**src/rtl/byte_frame_rx.sv**
```systemverilog
// byte_frame_rx
//   Frame receiver: hunts for SOF, reads a length byte, stores the payload
//   in an internal buffer while accumulating an XOR checksum, and only
//   releases the payload on the output handshake once the checksum byte
//   matches (store-and-forward). Bad length or bad checksum drops the frame
//   and pulses frame_err.
//
// Parameters
//   MAX_LEN  payload buffer depth / largest legal length (1..255)
//   SOF      start-of-frame byte value
//   ERR_W    error counter width (only with RX_ERR_CNT_EN)
//
// Ports
//   clk, rst             clock, asynchronous active-low reset
//   in_data/valid/ready  input byte stream (ready low only while draining)
//   out_data/valid/last  payload output, out_last marks final byte
//   out_ready            consumer accept
//   frame_ok, frame_err  one-cycle pulses after the frame's last byte
//   err_cnt              saturating dropped-frame counter
//
// Optional feature: define RX_ERR_CNT_EN to add the err_cnt port/counter.

module byte_frame_rx #(
    parameter int         MAX_LEN = 8,
    parameter logic [7:0] SOF     = 8'hA5
`ifdef RX_ERR_CNT_EN
    ,parameter int        ERR_W   = 8
`endif
) (
    input  logic             clk,
    input  logic             rst,
    input  logic [7:0]       in_data,
    input  logic             in_valid,
    output logic             in_ready,
    output logic [7:0]       out_data,
    output logic             out_valid,
    output logic             out_last,
    input  logic             out_ready,
    output logic             frame_ok,
    output logic             frame_err
`ifdef RX_ERR_CNT_EN
    ,output logic [ERR_W-1:0] err_cnt
`endif
);

    localparam int PW = $clog2(MAX_LEN + 1);
    localparam int IW = (MAX_LEN > 1) ? $clog2(MAX_LEN) : 1;

    typedef enum logic [2:0] {HUNT, LEN, PAY, CSUM, DRAIN} state_t;

    state_t        state_q, state_d;
    logic [7:0]    len_q, len_d;
    logic [7:0]    csum_q, csum_d;
    logic [PW-1:0] wr_ptr_q, wr_ptr_d;
    logic [PW-1:0] rd_ptr_q, rd_ptr_d;
    logic          frame_ok_q, frame_ok_d;
    logic          frame_err_q, frame_err_d;
    logic [PW-1:0] wr_ptr_inc;
    logic          buf_we;
    logic          in_xfer;
    logic [7:0]    buf_q [MAX_LEN];

    // Handshake and outputs come from registered state only.
    assign in_ready  = (state_q != DRAIN);
    assign in_xfer   = in_valid && in_ready;
    assign out_valid = (state_q == DRAIN);
    // Gated so out_data reads 0 whenever nothing is being presented.
    assign out_data  = out_valid ? buf_q[rd_ptr_q[IW-1:0]] : 8'h00;
    assign out_last  = out_valid && ((8'(rd_ptr_q) + 8'd1) == len_q);
    assign frame_ok  = frame_ok_q;
    assign frame_err = frame_err_q;

    assign wr_ptr_inc = wr_ptr_q + PW'(1);

    always_comb begin
        state_d     = state_q;
        len_d       = len_q;
        csum_d      = csum_q;
        wr_ptr_d    = wr_ptr_q;
        rd_ptr_d    = rd_ptr_q;
        frame_ok_d  = 1'b0;
        frame_err_d = 1'b0;
        buf_we      = 1'b0;
        case (state_q)
            HUNT: begin
                if (in_xfer && in_data == SOF) state_d = LEN;
            end
            LEN: begin
                if (in_xfer) begin
                    len_d = in_data;
                    if (in_data == 8'd0 || in_data > 8'(MAX_LEN)) begin
                        frame_err_d = 1'b1;
                        state_d     = HUNT;
                    end else begin
                        wr_ptr_d = '0;
                        csum_d   = 8'h00;
                        state_d  = PAY;
                    end
                end
            end
            PAY: begin
                if (in_xfer) begin
                    buf_we   = 1'b1;
                    wr_ptr_d = wr_ptr_inc;
                    csum_d   = csum_q ^ in_data;
                    if (8'(wr_ptr_inc) == len_q) state_d = CSUM;
                end
            end
            CSUM: begin
                if (in_xfer) begin
                    if (in_data == csum_q) begin
                        frame_ok_d = 1'b1;
                        rd_ptr_d   = '0;
                        state_d    = DRAIN;
                    end else begin
                        frame_err_d = 1'b1;
                        state_d     = HUNT;
                    end
                end
            end
            DRAIN: begin
                if (out_ready) begin
                    rd_ptr_d = rd_ptr_q + PW'(1);
                    if (out_last) state_d = HUNT;
                end
            end
            default: state_d = HUNT;
        endcase
    end

    always_ff @(posedge clk or negedge rst) begin
        if (!rst) begin
            state_q     <= HUNT;
            len_q       <= 8'h00;
            csum_q      <= 8'h00;
            wr_ptr_q    <= '0;
            rd_ptr_q    <= '0;
            frame_ok_q  <= 1'b0;
            frame_err_q <= 1'b0;
        end else begin
            state_q     <= state_d;
            len_q       <= len_d;
            csum_q      <= csum_d;
            wr_ptr_q    <= wr_ptr_d;
            rd_ptr_q    <= rd_ptr_d;
            frame_ok_q  <= frame_ok_d;
            frame_err_q <= frame_err_d;
        end
    end

    // Payload storage carries no reset: contents are only visible in DRAIN,
    // which is reachable solely after a complete rewrite of 0..len-1.
    always_ff @(posedge clk) begin
        if (buf_we) buf_q[wr_ptr_q[IW-1:0]] <= in_data;
    end

`ifdef RX_ERR_CNT_EN
    logic [ERR_W-1:0] err_cnt_q, err_cnt_d;

    always_comb begin
        err_cnt_d = err_cnt_q;
        if (frame_err_q && !(&err_cnt_q)) err_cnt_d = err_cnt_q + ERR_W'(1);
    end

    always_ff @(posedge clk or negedge rst) begin
        if (!rst) err_cnt_q <= '0;
        else      err_cnt_q <= err_cnt_d;
    end

    assign err_cnt = err_cnt_q;
`endif

endmodule

```
**config.mk**
```make
export PLATFORM = sky130hd
export DESIGN_NAME = byte_frame_rx
export DESIGN_NICKNAME = d
export VERILOG_FILES = /design/src/rtl/byte_frame_rx.sv
export SDC_FILE = /design/constraint.sdc
export NUM_CORES = 1
export LEC_CHECK = 0
export CORE_MARGIN = 3
export CORE_UTILIZATION = 59
export DETAILED_ROUTE_END_ITERATION = 8
export GPL_TIMING_DRIVEN = 0
export PLACE_DENSITY_LB_ADDON = 0.1
export SLEW_MARGIN = 20
export SYNTH_ARGS = -nofsm -noshare
export SYNTH_HDL_FRONTEND = slang
export SYNTH_SLANG_ARGS = --single-unit
```
**constraint.sdc**
```tcl
create_clock -name clk -period 2.8 [get_ports clk]
set_clock_uncertainty 0.1 [all_clocks]
set_input_delay 0.56 -clock clk [delete_from_list [all_inputs] [get_ports clk]]
set_output_delay 0.56 -clock clk [all_outputs]
set_load 0.01 [all_outputs]
```
**Word-level counts from Yosys, hierarchy flattened**

Memories as Yosys holds them, arrays and structs flattened.
Index checks and enable logic that the tools add are counted.

- Output and inout port bits: 13
- Word-level logic and storage cells: 78
- Bits in read-only memories: 0
- Input bits: 12
- RAM bits: 64
- Latch bits: 0
- Flip-flop bits (word level): 29
- Memories: 1

Memories:

| memory | words | bits a word | rd ports | clocked after memory_dff | write ports | RTL line | RTL |
|---|---|---|---|---|---|---|---|
| buf_q | 8 | 8 | 1 | 0 | 1 | 61 | `logic [7:0] buf_q [MAX_LEN];` |

- Equality and inequality tests: 18
- Bitwise operators: 1
- Reduce and logical (&&, ||, !) cells: 12
- Multiplexer cells: 35
- Multiply operators: 0
- Divide/modulo/power cells: 0
- Add/subtract/negate cells: 3
- Shift-type cells: 0
- Order comparisons: 1

Operators with widths:

| cell | number |
|---|---|
| 8-bit 2-to-1 mux | 4 |
| 3-bit 2-to-1 mux | 8 |
| 4-bit 2-to-1 mux | 6 |
| 4-bit case mux with 2 select lines | 2 |
| 8-bit case mux with 2 select lines | 1 |
| 3-bit case mux with 5 select lines | 1 |
| 2-bit != test, second input constant | 7 |
| 1-bit 2-to-1 mux | 11 |
| 4-bit by 1-bit adder with 4-bit output, second input constant | 2 |
| 4-bit by 8-bit equality test with 1-bit output | 1 |
| 5-bit by 8-bit equality test with 1-bit output | 1 |
| 8-bit equality test | 1 |
| 8-bit equality test, second input constant | 1 |
| 8-bit by 4-bit > comparator with 1-bit output, second input constant | 1 |
| 8-bit logical NOT | 1 |
| 4-bit AND reduction | 2 |
| 8-bit bitwise XOR | 1 |
| 7-bit AND reduction | 1 |
| 3-bit by 2-bit equality test with 1-bit output, second input constant | 2 |
| 4-bit by 1-bit adder with 5-bit output, second input constant | 1 |
| 2-bit by 1-bit != test with 1-bit output, second input constant | 2 |
| 2-bit nonzero test | 2 |
| 3-bit by 1-bit equality test with 1-bit output, second input constant | 1 |
| 3-bit equality test, second input constant | 1 |
| other kinds (7) | 9 |

**Depth between registers and ports, before layout**

Gate-level depths: netlist of run 1.

- Depth after elaboration: 6
- Depth in mapped cells: 6
- Depth with buffers taken out: 5

**Worst setup path after synthesis of run 1**

No wires, ideal clock.

- Path kind: reg2out
- Start point: register state_q[0]
- End point: output out_last
- Path buffers: 2
- Cell stages (with the launch flop): 6
- Required time: 2.140 ns
- Data arrival time: 1.561 ns
- Path slack: 0.579 ns
- Path through: dfrtp_1 > buf_6 > or3b_1 > buf_6 > or3_1 > a21oi_1

- Word-level cells in the longest chain between the ends: 2

Ends and longest elaborated chain:

| item | RTL line | RTL |
|---|---|---|
| start: declaration | 51 | `state_t state_q, state_d;` |
| start signal: assignment | 141 | `state_q <= state_d;` |
| 3-bit equality test | 66 | `assign out_valid = (state_q == DRAIN);` |
| 1-bit logical AND | 69 | `assign out_last = out_valid && ((8'(rd_ptr_q) + 8'd1) == len_q);` |
| end: declaration | 37 | `output logic out_last,` |

No other way between the ends.

**Final worst setup path of run 1**

- Start point: register state_q[0]
- End point: output out_valid

- Word-level cells in the longest chain between the ends: 1

Ends and longest elaborated chain:

| item | RTL line | RTL |
|---|---|---|
| 3-bit equality test | 66 |  |
| end: declaration | 36 | `output logic out_valid,` |

No other way between the ends.

==> results of run 1 <==
## path summary, 6_finish.rpt
check | endpoint | slack, ns
worst max-delay path | out_valid | 0.08
min in group clk | csum_q[5] | 0.42
worst max register to register | buf_q[3][7] | 0.49
max in group asynchronous | wr_ptr_q[0] | 2.03
worst min register to register | csum_q[5] | 0.42
worst min-delay path | rd_ptr_q[3] | 0.13
## sequential cells by signal, indices dropped and copies added, names as in the netlist
register	cells
buf_q	64
csum_q	8
len_q	8
rd_ptr_q	4
wr_ptr_q	4
state_q	3
frame_err	1
frame_ok	1
## final cells by class
| cell class | instances | area [um2] | share of cell area |
|---|---|---|---|
| Sequential cell | 93 | 2648 | 0.5576 |
| Inverter | 4 | 18.77 | 0.003953 |
| Clock inverter | 6 | 70.07 | 0.01476 |
| Tap cell | 96 | 120.1 | 0.02530 |
| Clock buffer | 10 | 127.6 | 0.02688 |
| Buffer | 13 | 90.09 | 0.01897 |
| Timing Repair Buffer | 25 | 234.0 | 0.04928 |
| Multi-Input combinational cell | 174 | 1440 | 0.3033 |
## metal layers
layer  track usage  wire length (um)  up-vias
met5             0                 0        -
met4       0.07143               102        0
met1        0.3123              3888     1230
met2        0.3317              3888       59
met3       0.04519               381        9
li1              -                 -     1154
## stage by stage
step                  util  std cells
global route        0.6951        421
finish              0.6951        421
global placement    0.6630        405
CTS                 0.6949        421
floorplan                -        285
detailed placement  0.6637        405
## cell families after synthesis
family / count (synthesis) / synth area share
XOR/XNOR: 21 / 0.04412
AND/OR/NAND/NOR: 76 / 0.09364
AO/OA/AOI/OAI: 40 / 0.06303
flip-flops: 93 / 0.6351
buffers and inverters: 18 / 0.02341
adder cells (fa/ha/maj): 2 / 0.006001
multiplexers: 35 / 0.1348
## Yosys cell counts (2+ instances only)
cell	instances	area, um2
edfxtp_1	64	1922
dfrtp_1	29	725.7
nand2_1	23	86.33
nor2_1	18	67.56
mux4_2	16	360.4
o21ai_0	16	80.08
xnor2_1	16	140.1
mux2i_1	10	100.1
o211ai_1	10	75.07
mux2_2	9	101.4
buf_2	6	30.03
nor3_1	6	30.03
xor2_1	5	43.79
clkbuf_1	4	15.01
inv_1	4	15.01
nand3_1	4	20.02
a21oi_1	3	15.01
nand2b_1	3	18.77
nand3b_1	3	22.52
nand4_1	3	18.77
nor3b_1	3	22.52
a32oi_1	2	17.52
buf_4	2	15.01
buf_6	2	22.52
ha_1	2	25.02
nor2b_1	2	12.51
o31ai_1	2	15.01
or4_1	2	15.01
## worst register-to-register path, cell delays in order (launching register included)
cell      delay (ns)
dfrtp_1         0.35
buf_2           0.21
and4bb_2        0.31
buf_2           0.23
nand2_1         0.14
nor2_1          0.60
## power groups by stage
stage | logic [mW] | registers, mW | clock network [mW]
floorplan | 0.610 | 1.79 | 0
global placement | 0.758 | 1.82 | 0
detailed placement | 0.780 | 1.83 | 0
CTS | 0.793 | 1.80 | 0.897
global route | 0.874 | 1.83 | 0.958
finish | 0.788 | 1.80 | 0.882
## repair_timing
| action | CTS | global route |
|---|---|---|
| buffers inserted | 0 | 1 |
| endpoints found under the setup margin | 14 | 4 |
| hold buffers | 0 | 0 |
| resized for setup | 18 | 4 |
==> results.yml, run 1 <==
die:
  die_h_um: 90.06
  start_util: 0.6103
  fp.dieArea_um2: 8111
  ios: 25
  fp.coreArea_um2: 6832
  die-width_um: 90.06
  fp-row-count: 30
power_and_ir_drop:
  switching_share: 0.2880
  p_per_area_nw_per_um2: 730.7
  pwr-share-seq: 0.519
  internal-power_mw: 2.471
  p_leak_nw: 1.736
  peakVddDrop_mv: 0.3456
  p_sw_uw: 999.3
  total_power_mw: 3.470
  clockPowerShare: 0.254
  comb_power_share: 0.227
grt:
  antenna_found_initial: 0
  grt_overflow: 0
  grt_pass1_wl_um: 13120
  grt_pass1_vias: 2413
  grtUsageTotal: 0.2159
  grt_max_degree: 30
yosys:
  netlist_instances: 285
  synthFlopType: "edfxtp_1"
  synth_nets: 299
  netlist_area_um2: 4169
  synth_cell_type_count: 44
  ys_warn_count: 0
  synthArstFlopShare: 0.3118
  syn_avg_cell_area_um2: 14.63
  synth-seq-cells: 93
  ys_seq_area_frac: 0.6351
  synth_edf_count: 64
cts:
  clk_path_buf_depth: 2
  clk_latency_ns: 0.35
  path_clk_slew_ns: 0.09
  clkSinkCount: 93
  tritoncts: "yes"
  cts_root_buffer: "clkbuf_8"
  htree_num_levels: 3
  cts_buffers: 9
routing:
  drc_errors: 0
  wirelength_um: 8261
  via_count: 2452
  antenna_left: 0
  wl_per_cell_um: 19.62
  first_iter_violations: 198
  avgViaCountPerCell: 5.824
  drtPass1Iterations: 4
timing:
  worst_pin_slew_ns: 0.7791
  fin_tns_setup_ns: 0
  fmax_ghz: 0.3679
  timing.hold.ws_ns: 0.1314
  finalCritPeriodShare: 0.9707
  relSlewSlack: 0.4787
  grt_setup_unrepaired: "yes"
  slew_violations: 0
  finalCriticalPeriod_ns: 2.718
  setup_violations: 0
  setup_slack_ns: 0.08211
  hold_violations: 0
layout:
  nFillCells: 498
  layout_common_cells: "64 x edfxtp_1, 29 x dfrtp_1, 23 x nand2_1, 18 x nor2_1"
  diodes: 0
  finalInstanceArea_um2: 4748
  drive_above_1_share: 0.1846
  mostFrequentLayoutCell: "edfxtp_1"
  syn_to_final_growth_pct: 13.90
  layout.nets: 334
placement:
  dp.final_hpwl_um: 5401
  dp_slack_ns: -0.4712
  dpl-instance-area_um2: 4534
  io_buffer_count: 24
  gp_congestion: 0.8507
setup_path:
  crit_fanout: 10
  critPathLaunchType: "register"
  critPathLaunch: "state_q[0]"
  r2r_start: "state_q[1]"
  crit_family: "buffers and inverters"
  critPathMaxStageDelay_ns: 0.54
  crit_cells: 5
  path_buf_inv: 4
  required_ns: 2.14
  crit_path_cell_trace: "buf_6 > or3b_1 > buf_6 > clkinvlp_4 > clkdlybuf4s50_1"
  cpMostUsedCell: "buf_6"
  reg2regPathDepth: 5
  endpoint_kind: "output port"
  crit_type: "reg -> out"
  arrival_ns: 2.06
  slowest_stage: "clkdlybuf4s50_1"
worst_hold_path:
  hp-class: "in -> async"
flow_run:
  drv_cap: 0
run_status:
  outcome: "complete, no violations"
Power figures use the tool's default switching activity.
==> run 2, diff against run 1 <==
- TNS_END_PERCENT: default -> 5
==> results.yml, run 2 (same netlist as run 1, synthesis figures left out) <==
power_and_ir_drop:
  internal-power_mw: 2.472
  p_per_area_nw_per_um2: 728.8
  clockPowerShare: 0.253
  switching_share: 0.2870
  p_leak_nw: 1.751
  pwr-share-seq: 0.520
  comb_power_share: 0.227
  peakVddDrop_mv: 0.3443
  p_sw_uw: 994.9
flow_run:
  drv_cap: 0
cts:
  clkSinkCount: 93
  tritoncts: "yes"
  clk_latency_ns: 0.34
  cts_root_buffer: "clkbuf_8"
  path_clk_slew_ns: 0.09
  htree_num_levels: 3
  clk_path_buf_depth: 2
  cts_buffers: 9
die:
  die_h_um: 90.06
  fp-row-count: 30
  fp.coreArea_um2: 6832
  fp.dieArea_um2: 8111
  ios: 25
  start_util: 0.6103
  die-width_um: 90.06
timing:
  finalCritPeriodShare: 0.9688
  worst_pin_slew_ns: 0.7990
  fmax_ghz: 0.3686
  hold_violations: 0
  grt_setup_unrepaired: "yes"
  finalCriticalPeriod_ns: 2.713
  relSlewSlack: 0.4654
  slew_violations: 0
  setup_slack_ns: 0.08724
  setup_violations: 0
layout:
  layout_common_cells: "64 x edfxtp_1, 28 x dfrtp_1, 23 x nand2_1, 18 x nor2_1"
  fin_util: 0.6963
  drive_above_1_share: 0.1877
  mostFrequentLayoutCell: "edfxtp_1"
  syn_to_final_growth_pct: 14.11
  diodes: 0
  nFillCells: 498
  layout.nets: 334
  largest_reg_flops: 64
setup_path:
  crit_fanout: 10
  endpoint_kind: "output port"
  crit_type: "reg -> out"
  critPathLaunchType: "register"
  required_ns: 2.14
  arrival_ns: 2.05
grt:
  grt_pass1_vias: 2407
  grt_overflow: 0
  grt_pass1_wl_um: 13110
  grt_max_degree: 30
  antenna_found_initial: 0
  grtUsageTotal: 0.2157
routing:
  first_iter_violations: 210
  antenna_left: 0
  avgViaCountPerCell: 5.884
  wl_per_cell_um: 19.52
  via_count: 2477
  drtPass1Iterations: 4
  drc_errors: 0
  wirelength_um: 8217
placement:
  io_buffer_count: 24
  dp.final_hpwl_um: 5401
  gp_congestion: 0.8507
  dp_slack_ns: -0.4712
run_status:
  outcome: "complete, no violations"
worst_hold_path:
  hp-class: "in -> async"
-- run 2: cell types whose count changed in the layout (fill, tap and decap cells not counted), sizes merged --
cell and delta:
dlygate4sd2 -1, dlymetal6s2s +1
-- run 2: final timing paths --
kind,cells past startpoint,slack (ns),startpoint,to
worst max-delay path,5,0.09,state_q[0],out_valid
worst min-delay path,1,0.13,rst,rd_ptr_q[3]
min in group clk,1,0.42,csum_q[5],csum_q[5]
worst max register to register,5,0.49,state_q[1],buf_q[3][7]
max in group asynchronous,1,2.02,rst,rd_ptr_q[0]
worst min register to register,1,0.42,csum_q[5],csum_q[5]
-- run 2: critical path, cell delays in order, from the launching register on --
cell	delay, ns
dfrtp_1	0.38
buf_6	0.13
or3b_1	0.38
buf_6	0.15
clkinvlp_4	0.11
clkdlybuf4s50_1	0.54
-- run 2: final cells by class --
| cell class | instances | area, um2 | area share |
|---|---|---|---|
| Tap cell | 96 | 120.1 | 0.02525 |
| Buffer | 14 | 105.1 | 0.02209 |
| Clock inverter | 6 | 70.07 | 0.01473 |
| Inverter | 4 | 18.77 | 0.003945 |
| Sequential cell | 93 | 2649 | 0.5568 |
| Clock buffer | 10 | 127.6 | 0.02683 |
| Multi-Input combinational cell | 174 | 1440 | 0.3027 |
| Timing Repair Buffer | 24 | 226.5 | 0.04761 |
-- run 2: power by group through the flow --
| stage | combinational, mW | clock (mW) | sequential, mW |
|---|---|---|---|
| after floorplan | 0.610 | 0 | 1.79 |
| after global placement | 0.758 | 0 | 1.82 |
| after detailed placement | 0.780 | 0 | 1.83 |
| after CTS | 0.791 | 0.897 | 1.80 |
| after global routing | 0.875 | 0.958 | 1.83 |
| final | 0.787 | 0.879 | 1.80 |
-- run 2: repair_timing --
item	CTS	global route
gates cloned	0	0
resized for setup	15	8
buffers inserted	0	0
endpoints found under the setup margin	14	7
hold buffers	0	0
-- run 2: stage by stage --
stage / cells / hold slack (ns) / power (mW) / TNS [ns] / area, um2
after floorplan: 285 / 0.1644 / 2.399 / 0 / 4169
after global placement: 405 / 0.3950 / 2.574 / -9.973 / 4529
after detailed placement: 405 / 0.4011 / 2.609 / -4.918 / 4534
after CTS: 421 / 0.1529 / 3.488 / -0.1475 / 4741
after global routing: 421 / 0.1846 / 3.660 / -0.03306 / 4757
final: 421 / 0.1275 / 3.467 / 0 / 4757
-- run 2: routing by layer --
metal,part of all wire,track usage,up-vias
met5,0,0,-
met4,0.015,0.07143,0
met3,0.061,0.04519,10
met2,0.47,0.3286,78
met1,0.46,0.3146,1234
li1,-,-,1155
==> patch, RTL diff (settings of run 1) <==
The 5 states of `state_t` get a one-hot encoding in 5 bits.
--- a/src/rtl/byte_frame_rx.sv
+++ b/src/rtl/byte_frame_rx.sv
@@ -46,7 +46,7 @@
     localparam int PW = $clog2(MAX_LEN + 1);
     localparam int IW = (MAX_LEN > 1) ? $clog2(MAX_LEN) : 1;
 
-    typedef enum logic [2:0] {HUNT, LEN, PAY, CSUM, DRAIN} state_t;
+    typedef enum logic [4:0] {HUNT = 5'b00001, LEN = 5'b00010, PAY = 5'b00100, CSUM = 5'b01000, DRAIN = 5'b10000} state_t;
 
     state_t        state_q, state_d;
     logic [7:0]    len_q, len_d;
Check against the original RTL: no difference found for any inputs over 4 cycles, from zero or initial values and one cycle with rst low; so few cycles prove little.
==> patch against run 1 <==
- cell area increased by 6.1%
- via count increased by 14%
- routed wire length increased by 12%
- sequential cell count increased by 2
- synthesized area increased by 3.9%
- power decreased by 0.96%
- worst setup slack got worse by 0.060 ns
- combinational power about the same
- sequential power about the same
- non-clock buffer count increased by 5
- critical endpoint is now out_last
- highest routed layer unchanged
==> patch: results (changes against run 1) <==
Setup path:
- The internal reg-to-reg setup slack came to 0.31 ns (-0.18 ns).
- The delay contributed by the slowest stage of the critical path is 0.44 ns (-0.10 ns).
- The most critical setup path has its endpoint at out_last.
- The arrival time reported for the critical path endpoint is 2.12 ns (+0.06 ns).
- The endpoint identified for the worst register-to-register timing path is buf_q[2][4].
- The critical-path cell with the highest stage delay is dfrtp_2.
- The most critical setup path has its startpoint at rd_ptr_q[0].

Route:
- The met1 layer wirelength in the final routing is 3940 um (+1.4%).
- The via total after detailed routing is 2797 (+14%).
- The wire length reported by the detailed router is 9250 um (+12%).
- The number of design-rule violations left by the first detailed-router iteration is 183 (-7.6%).
- The via density per instance is 6.08 (+4.4%).

Yosys:
- The fraction of synthesis flops using an asynchronous set or reset pin is 32.6% (+1.4 points).
- The fraction of the mapped netlist area in adder cells is 0.578% (-0.023 points).
- The post-synthesis compound-gate area fraction is 8.49% (+2.2 points).
- By area the synthesized netlist is led by edfxtp_1 44%, dfrtp_1 17%, mux4_2 8.3%, nand2_1 3.2%, xnor2_1 3.0%.
- The share of synthesized area spent on multiplexers came to 10.7% (-2.7 points).
- Sorting the synthesized cells by how often they occur yields 64 x edfxtp_1, 37 x nand2_1, 30 x dfrtp_1, 20 x o21ai_1, 16 x mux4_2.
- The count of mapped cells out of synthesis is 321 (+13%).

Final layout:
- The register share of the cell area is 53.6% (-2.2 points).
- The multi-input combinational cell count was 201 (+16%).
- The utilization of the core after routing is 72.6% (+3.1 points).
- The non-clock buffer contribution to total cell area is 7.87% (+1.0 points).
- The total of plain and repair buffers excluding clock buffers is 43 (+13%).
- The clock tree cell share of total cell area is 3.60% (-0.56 points).
- The non-clock inverter count in the final layout was 9 (+5).
- The filler cell count in the final layout is 471 (-5.4%).
- The share of cell area taken by multi-input logic gates is 31.9% (+1.6 points).
- The layout sequential cell count came to 95 (+2.2%).
- The number of nets in the finished design is 373 (+12%).

Placement:
- The pre-CTS setup slack is -0.523 ns (-0.0517 ns).
- The cell count after placement was 443 (+9.4%).
- The instance area at placement is 4730 sq um (+4.3%).
- The placer congestion estimate is 0.952 (+12%).

Timing:
- The setup slack of the critical path after layout is 0.0216 ns (-0.0605 ns).
- The worst slew slack as a fraction of its limit is 50.0% (+2.1 points).
- The final-layout worst hold slack is 0.141 ns (+0.00955 ns).

Global routing:
- The met1 track utilization from global routing was 33.0% (+1.8 points).
- The met3 track demand over resource was 4.10% (-0.42 points).
- The global routing usage on met2 is 37.4% (+4.2 points).
- The overall track demand over capacity in global routing is 23.5% (+1.9 points).
- The wire length of the first global-routing pass is 14800 um (+13%).

Power:
- The largest vdd supply drop was 0.425 mV (+23%).
- The leakage power of the design is 1.85 nW (+6.4%).

Run status:
- The flow ran to the end, and the final reports show no timing, DRC or antenna violations.
[patch: cell count changes in the layout (fill, tap and decap cells not counted), sizes merged, moves of 8 or more]
cell    change
o211ai     -10
a21oi      +12
mux2i      -10
nor2        -8
nand2      +14
o21ai      +10
[patch: kinds of logic (layout without fill, tap and decap cells)]
family	after synthesis	in the layout
compound gates	60	60
buf+inv	25	68
xor+xnor	19	19
flops	95	95
mux	25	25
simple gates	95	95
fa+ha+maj	2	2
[patch: repair_timing]
action,4_1_cts,5_1_grt
hold buffers,0,0
setup buffers,4,0
endpoints found under the setup margin,15,14
pin swaps,3,4
resized for setup,34,8
[patch: report_power, final]
| part | switching, mW | internal [mW] | leakage, nW | total [mW] |
|---|---|---|---|---|
| clock network | 0.508 | 0.339 | 0.0830 | 0.846 |
| logic | 0.378 | 0.408 | 0.784 | 0.786 |
| registers | 0.166 | 1.64 | 0.980 | 1.80 |
